## config.mk

```make
export PLATFORM = sky130hd
export DESIGN_NAME = cmd_sequencer
export DESIGN_NICKNAME = d
export VERILOG_FILES = /design/src/rtl/cmd_sequencer.sv
export SDC_FILE = /design/constraint.sdc
export NUM_CORES = 1
export LEC_CHECK = 0
export CAP_MARGIN = 30
export CORE_AREA = 2 2 112 114
export CTS_BUF_LIST = sky130_fd_sc_hd__clkbuf_16
export DETAILED_ROUTE_END_ITERATION = 10
export DIE_AREA = 0 0 114 116
export DONT_BUFFER_PORTS = 1
export PLACE_DENSITY_LB_ADDON = 0.1
export SETUP_SLACK_MARGIN = 0.4
export SYNTH_ARGS = -nofsm -noshare
export SYNTH_HDL_FRONTEND = slang
export SYNTH_SLANG_ARGS = --single-unit
```

## constraint.sdc

```tcl
create_clock -name clk -period 8.4 [get_ports clk]
set_input_delay 1.68 -clock clk [delete_from_list [all_inputs] [get_ports clk]]
set_output_delay 1.68 -clock clk [all_outputs]
set_load 0.005 [all_outputs]
```

## src/rtl/cmd_sequencer.sv

```systemverilog
// Command front-end for the breadboard datapath: buffers commands in a small FIFO,
// issues one per cycle, polls ATLOC after GOTO, halts on SHUTDOWN, flushes on RESET.
module cmd_sequencer #(
   parameter int unsigned DEPTH   = 4,
   parameter int unsigned AW      = 2,
   parameter int unsigned TIMEOUT = 255
) (
   input  logic          clk,
   input  logic          reset,
   input  logic          cmd_valid,
   output logic          cmd_ready,
   input  logic [3:0]    cmd_opcode,
   input  logic [7:0]    cmd_data,
   input  logic [15:0]   cmd_loc,
   input  logic [7:0]    alb,
   output logic [3:0]    opcode,
   output logic [7:0]    DataIn,
   output logic [15:0]   LocIn,
   output logic          busy,
   output logic [AW:0]   count,
   output logic          timeout_err
);
   localparam int unsigned CW = AW + 1;
   localparam int unsigned TW = 16;
   localparam int unsigned EW = 28;

   localparam logic [3:0] OP_NOOP     = 4'b0000;
   localparam logic [3:0] OP_GOTO     = 4'b0110;
   localparam logic [3:0] OP_ATLOC    = 4'b1010;
   localparam logic [3:0] OP_RESET    = 4'b1100;
   localparam logic [3:0] OP_SHUTDOWN = 4'b1101;

   typedef enum logic [1:0] {IDLE, WAIT_LOC, HALT} state_t;

   state_t          state, state_nxt;
   logic [EW-1:0]   mem [DEPTH];
   logic [AW-1:0]   rd_ptr, wr_ptr;
   logic [TW-1:0]   timer, timer_nxt;
   logic [15:0]     target, target_nxt;
   logic [CW-1:0]   count_nxt;
   logic [3:0]      op_nxt;
   logic [7:0]      data_nxt;
   logic [15:0]     loc_nxt;
   logic            err_nxt;
   logic            accept, is_reset_cmd, queueable, push, pop, flush;
   logic [EW-1:0]   head;

   // Opcodes that occupy a FIFO slot; NOOP, RESET and undefined codes never do.
   always_comb begin
      queueable = 1'b0;
      case (cmd_opcode)
         4'b0100, 4'b0101, 4'b0110, 4'b0111,
         4'b1000, 4'b1001, 4'b1010, 4'b1101: queueable = 1'b1;
         default:                            queueable = 1'b0;
      endcase
   end

   assign is_reset_cmd = (cmd_opcode == OP_RESET);
   assign cmd_ready    = (count != CW'(DEPTH)) || is_reset_cmd;
   assign accept       = cmd_valid && cmd_ready;
   assign push         = accept && queueable;
   assign head         = mem[rd_ptr];

   // Next-state and next-output decode; a RESET command overrides everything else.
   always_comb begin
      state_nxt  = state;
      timer_nxt  = timer;
      target_nxt = target;
      err_nxt    = timeout_err;
      op_nxt     = OP_NOOP;
      data_nxt   = 8'd0;
      loc_nxt    = 16'd0;
      pop        = 1'b0;
      flush      = 1'b0;
      if (accept && is_reset_cmd) begin
         flush     = 1'b1;
         state_nxt = IDLE;
         timer_nxt = TW'(0);
         err_nxt   = 1'b0;
         op_nxt    = OP_RESET;
      end else begin
         case (state)
            IDLE: begin
               if (count != CW'(0)) begin
                  pop      = 1'b1;
                  op_nxt   = head[27:24];
                  data_nxt = head[23:16];
                  loc_nxt  = head[15:0];
                  if (head[27:24] == OP_GOTO) begin
                     state_nxt  = WAIT_LOC;
                     target_nxt = head[15:0];
                     timer_nxt  = TW'(0);
                  end else if (head[27:24] == OP_SHUTDOWN) begin
                     state_nxt = HALT;
                  end
               end
            end
            WAIT_LOC: begin
               if (alb != 8'd0) begin
                  state_nxt = IDLE;
               end else if (timer == TW'(TIMEOUT)) begin
                  err_nxt   = 1'b1;
                  state_nxt = IDLE;
               end else begin
                  op_nxt    = OP_ATLOC;
                  loc_nxt   = target;
                  timer_nxt = timer + TW'(1);
               end
            end
            HALT:    state_nxt = HALT;
            default: state_nxt = IDLE;
         endcase
      end

      if (flush)
         count_nxt = CW'(0);
      else
         count_nxt = count + CW'(push) - CW'(pop);
   end

   always_ff @(posedge clk) begin
      if (reset) begin
         state       <= IDLE;
         rd_ptr      <= AW'(0);
         wr_ptr      <= AW'(0);
         count       <= CW'(0);
         timer       <= TW'(0);
         target      <= 16'd0;
         timeout_err <= 1'b0;
         opcode      <= OP_NOOP;
         DataIn      <= 8'd0;
         LocIn       <= 16'd0;
         busy        <= 1'b0;
      end else begin
         state       <= state_nxt;
         count       <= count_nxt;
         timer       <= timer_nxt;
         target      <= target_nxt;
         timeout_err <= err_nxt;
         opcode      <= op_nxt;
         DataIn      <= data_nxt;
         LocIn       <= loc_nxt;
         busy        <= (state_nxt != IDLE) || (count_nxt != CW'(0));
         if (flush) begin
            rd_ptr <= AW'(0);
            wr_ptr <= AW'(0);
         end else begin
            if (push) wr_ptr <= wr_ptr + AW'(1);
            if (pop)  rd_ptr <= rd_ptr + AW'(1);
         end
      end
   end

   // Storage array carries no reset; validity is tracked by count.
   always_ff @(posedge clk) begin
      if (push && !reset)
         mem[wr_ptr] <= {cmd_opcode, cmd_data, cmd_loc};
   end

endmodule

```

* Word level (Yosys, flattened, before mapping) *
Memory sizes are Yosys's and may differ from the RTL's. A register that Yosys moved wholly into a read port is not among the register bits.
Cells that the tools add are included.

word-level totals
  ROM bits = 16
  output and inout bits = 34
  memories kept = 2
  logic and storage cells = 83
  register bits after elaboration = 71
  bits in writable memories = 112
  bits of input ports = 39

memories
  name              words  bits a word  read ports  clocked after Yosys merged registers in  wr ports  line  text
  mem               4      28           1           1                                        1         36    logic [EW-1:0] mem [DEPTH];
  (name not given)  16     1            1           0                                        0         51    case (cmd_opcode)

cells by class
  $add $sub $neg = 5
  bitwise logic cells = 4
  reduce and logical (&&, ||, !) cells = 19
  eq/ne operators = 11
  mux-type cells = 30

operators with widths
  operator                                                                 count
  16-bit 2-to-1 mux                                                        7
  16-bit one-hot mux with 2 select lines                                   2
  16-bit by 1-bit adder with 16-bit output (second input constant)         1
  16-bit by 8-bit equality test with 1-bit output (second input constant)  1
  2-bit 2-to-1 mux                                                         8
  4-bit 2-to-1 mux                                                         4
  4-bit equality test (second input constant)                              2
  2-bit != test (second input constant)                                    4
  4-bit one-hot mux with 2 select lines                                    1
  8-bit nonzero test                                                       1
  1-bit 2-to-1 mux                                                         6
  2-bit one-hot mux with 3 select lines                                    1
  3-bit nonzero test                                                       2
  5-bit AND reduction                                                      1
  2-bit by 1-bit adder with 2-bit output (second input constant)           2
  4-bit by 3-bit equality test with 1-bit output (second input constant)   1
  1-bit logical AND                                                        4
  1-bit NOT                                                                4
  4-bit AND reduction                                                      1
  2-bit nonzero test                                                       2
  2-bit OR reduction                                                       2
  4-bit OR reduction                                                       1
  3-bit by 1-bit adder with 3-bit output                                   1
  3-bit 2-to-1 mux                                                         1
  8 further kinds                                                          9

* Longest topological paths before layout *
  depth after elaboration = 9
  gate-level depth with buffers = 13
  depth with buffers taken out = 12

* Worst setup path after synthesis *
OpenSTA, ideal clock, no wires.

  path type = input-to-reg
  from = input port cmd_opcode[1]
  to = register busy
  stages on the path = 12
  arrival = 3795 ps
  path slack = 4474 ps
  data required time = 8269 ps
  library setup time = 131 ps
  buffers on the path = 0
  cell sequence = nor4bb_1 > nand2_1 > and2_1 > ha_1 > inv_1 > ha_1 > inv_1 > fa_1 > xnor2_1 > xnor2_1 > nor3b_1 > a31oi_1

on the way
  cells in the longest elaborated chain, start to end = 9
  elaborated cells on any way between the ends = 15
  those cells by class = add/sub: 2; eq/ne: 1; mux: 4; reduce/logical: 7; memory: 1

RTL lines
  what                                             line  text
  start, declared                                  12    input logic [3:0] cmd_opcode,
  4-bit equality test (*)                          58    assign is_reset_cmd = (cmd_opcode == OP_RESET);
  1-bit logical OR                                 59    assign cmd_ready = (count != CW'(DEPTH)) || is_reset_cmd;
  1-bit logical AND                                60    assign accept = cmd_valid && cmd_ready;
  1-bit logical AND (*)                            75    if (accept && is_reset_cmd) begin
  1-bit 2-to-1 mux (*)                             75
  named net pop                                    45    logic accept, is_reset_cmd, queueable, push, pop, flush;
  3-bit by 1-bit subtractor with 3-bit output (*)  118   count_nxt = count + CW'(push) - CW'(pop);
  3-bit 2-to-1 mux (*)                             115   if (flush)
  3-bit nonzero test (*)                           143   busy <= (state_nxt != IDLE) || (count_nxt != CW'(0));
  1-bit logical OR (*)                             143
  end signal, assigned                             143
  end, declared                                    19    output logic busy,

Mark *: on every way through the listed nets, which the timed path passes. The rest lies on a longest branch.
A chain may end at the register's enable or synchronous reset.

* Worst setup path in the final report *
  from = input port cmd_opcode[1]
  to = output port cmd_ready

on the way
  cells in the longest elaborated chain, start to end = 2

RTL lines
  what                 line  text
  4-bit equality test  58
  1-bit logical OR     59
  end, declared        11    output logic cmd_ready,

Every way passes these cells.

==> out/metrics.cfg <==
[timing]
grt_setup_unrepaired = false
hold_violations = 0
fin_setup_tns_ns = 0
finalSetupViolations = 0
skew_ns = 0.00835
slew_viol_final = 0
min_period_ns = 4.03
finalWorstSetupSlack_ns = 4.37
max_freq_mhz = 248
tightest_slew_ns = 0.992
fin_crit_sh = 0.479
slew-limit-headroom = 0.333

[clock_tree]
post_cts_resized = 0
clk_latency_ns = 0.42
h-tree-depth = 4
root_buffer = clkbuf_16
post_cts_buffers = 0
path_clk_slew_ns = 0.07
cts_max_path_buffers = 2
hold_buffers = 0
cts_buffers = 17
tritoncts = yes
cts_sinks = 185

[routing]
totalWireLength_mm = 12.7
viasPerCell = 6.02
vias = 3711
route.detailed.drc = 0
avgRoutedWirePerCell_um = 20.6
drt_iter0_drc = 239
firstDrtPassIters = 4
drtAntennaViolNets = 0

[synth]
synth.most_common_cell = edfxtp_1
synth-edff-count = 112
netlist_area_mm2 = 0.00708
synth-seq-area-share = 0.682
synthArstFlopShare = 0
synth_ff_type = edfxtp_1
ys_seq_elements = 185
synthTopCellsByArea = edfxtp_1 (48%), dfxtp_1 (21%), mux4_2 (8.3%)
synthesis.nets = 499
synth_top_area_share = 0.475
synth.avg_cell_area_um2 = 15.7
synth_top_area_cell = edfxtp_1
yosysWarnings = 0
netlist_instances = 452
synthTopCellsByCount = edfxtp_1 (112), dfxtp_1 (73), nor2_1 (44), mux4_2 (26), mux2i_1 (18)
ys_types = 51

[layout]
postLayoutCoreUtil = 0.654
antenna_cells = 0
drive_above_1_share = 0.177
layout.cells.non_filler = 616
area_delta_synth_final_pct = 9.99
nets = 503

[placed_design]
io_buffers = 0
hpwl_mm = 7.74
globalplace.congestion = 0.849
placedCellCount = 584
preCtsSetupSlack_ns = 4.16

[floorplanning]
placementRows = 40
placeableCoreArea_mm2 = 0.0119
die_w_um = 114
die_area_mm2 = 0.0132
start_util = 0.594
pin_count = 73
die_y_um = 116

[worst_setup_path]
start_kind = primary input
worstPathMaxFanout = 6
path_buf_inv = 0
arrival_ns = 2.35
r2r-start = count[1]
cp_cell_sequence = nor4bb_1, or2_2
end_kind = primary output
required_ns = 6.72
r2r_cells = 13
crit_family = simple AND/OR/NAND/NOR gates
r2r_end = busy
crit_slowest_cell = nor4bb_1
reg2reg_slack_ns = 5.54
slowest_delay_ns = 0.46
crit_type = primary input to primary output

[grt]
grt_pass1_vias = 3813
grt-ovfl-total = 0
antenna_found_initial = 0
grt_max_degree = 34
track_usage = 0.208
grt_pass1_wl_mm = 20.2

[power]
powerDensity_mw_per_mm2 = 294
pwr-share-seq = 0.484
leakage_nw = 2.72
combPwrFrac = 0.177
power_frac_clock = 0.339
swShare = 0.268
internal-power_w = 0.00167
peakVddDrop_uv = 177
switchingPower_w = 0.000614

[worst_hold_path]
hold_depth = 2
min_to = timer[5]
min_path_type = flip-flop to flip-flop
worstHoldStart = timer[5]

[run]
drv_cap = 0

[run_status]
status = complete, no violations

[worst max-delay path by stage]
stage	startpoint	cells past startpoint	to	slack [ns]
floorplan	cmd_opcode[1]	12	busy	4.47
global placement	cmd_opcode[1]	12	busy	4.24
detailed placement	cmd_opcode[1]	12	busy	4.16
CTS	cmd_opcode[1]	2	cmd_ready	4.37
global route	cmd_opcode[1]	2	cmd_ready	4.35
finish	cmd_opcode[1]	2	cmd_ready	4.37
[layout by cell type, fill, tap and decap left out, types with 3 or more instances in the layout]
cell type,netlist,layout
o31ai_1,3,3
mux2i_1,18,18
or4_1,4,4
edfxtp_1,112,112
clkbuf_16,0,18
mux4_2,26,26
and2_1,7,7
dfxtp_1,73,72
nor2_4,8,8
o21ai_0,3,3
a22oi_1,16,16
a211oi_1,3,3
clkinv_2,0,3
a21oi_1,10,10
nor2_1,44,44
or3_1,4,4
ha_1,7,7
xnor2_1,13,13
nand3_1,9,9
inv_8,0,4
buf_4,1,7
inv_1,7,8
nand2_1,12,12
and3_1,13,13
a2111oi_0,3,3
[routing by layer]
| metal | track usage | share of wire |
|---|---|---|
| met5 | 0 | 0 |
| met4 | 0.0748 | 0.017 |
| met3 | 0.0774 | 0.060 |
| met2 | 0.351 | 0.51 |
| met1 | 0.248 | 0.42 |
[final cells by class]
type,instances,area [µm²]
flip-flops and latches,185,4830
multi-input cells,237,2090
repair buffers,8,72.6
fillers,855,4130
clock inverters,14,135
inverters,7,26.3
clock buffers,18,450
well taps,147,184
[flip-flops by register name, indices dropped and copies added (netlist names), named ones only]
register and cells:
target 16, count 3, busy 1, state 2, mem 112, LocIn 16, wr_ptr 2, DataIn 8
rd_ptr 2, opcode 4, timer 16, timeout_err 1
[tightest hold or removal path, delay by kind of cell (launching register included)]
family,cells,cell delay [ns]
AOI/OAI and AO/OA,2,0.11
DFF,1,0.32
[power by group through the flow]
stage | clock network (W) | logic (W) | registers (W)
2_1_floorplan | 0 | 0.000344 | 0.00109
3_3_place_gp | 0 | 0.000373 | 0.00115
3_5_place_dp | 0 | 0.000408 | 0.00113
4_1_cts | 0.000789 | 0.000411 | 0.00111
5_1_grt | 0.000824 | 0.000446 | 0.00112
6_report | 0.000776 | 0.000404 | 0.00111
[metrics by stage]
stage | power [W] | instance area (µm²) | hold WS, ns
2_1_floorplan | 0.00144 | 7080 | 0.445
3_3_place_gp | 0.00152 | 7180 | 0.460
3_5_place_dp | 0.00154 | 7200 | 0.469
4_1_cts | 0.00231 | 7780 | 0.482
5_1_grt | 0.00239 | 7780 | 0.519
6_report | 0.00229 | 7780 | 0.479
[kinds of logic (layout without fill, tap and decap cells)]
kind of cell | Yosys count | in the layout | synth area share
AO/OA/AOI/OAI | 44 | 44 | 0.0437
XOR/XNOR | 14 | 14 | 0.0173
adder cells (fa/ha/maj) | 8 | 8 | 0.0152
buffers and inverters | 30 | 47 | 0.0237
flip-flops | 185 | 185 | 0.682
multiplexers | 47 | 47 | 0.117
AND/OR/NAND/NOR | 124 | 124 | 0.101
Power figures use the tool's default switching activity.
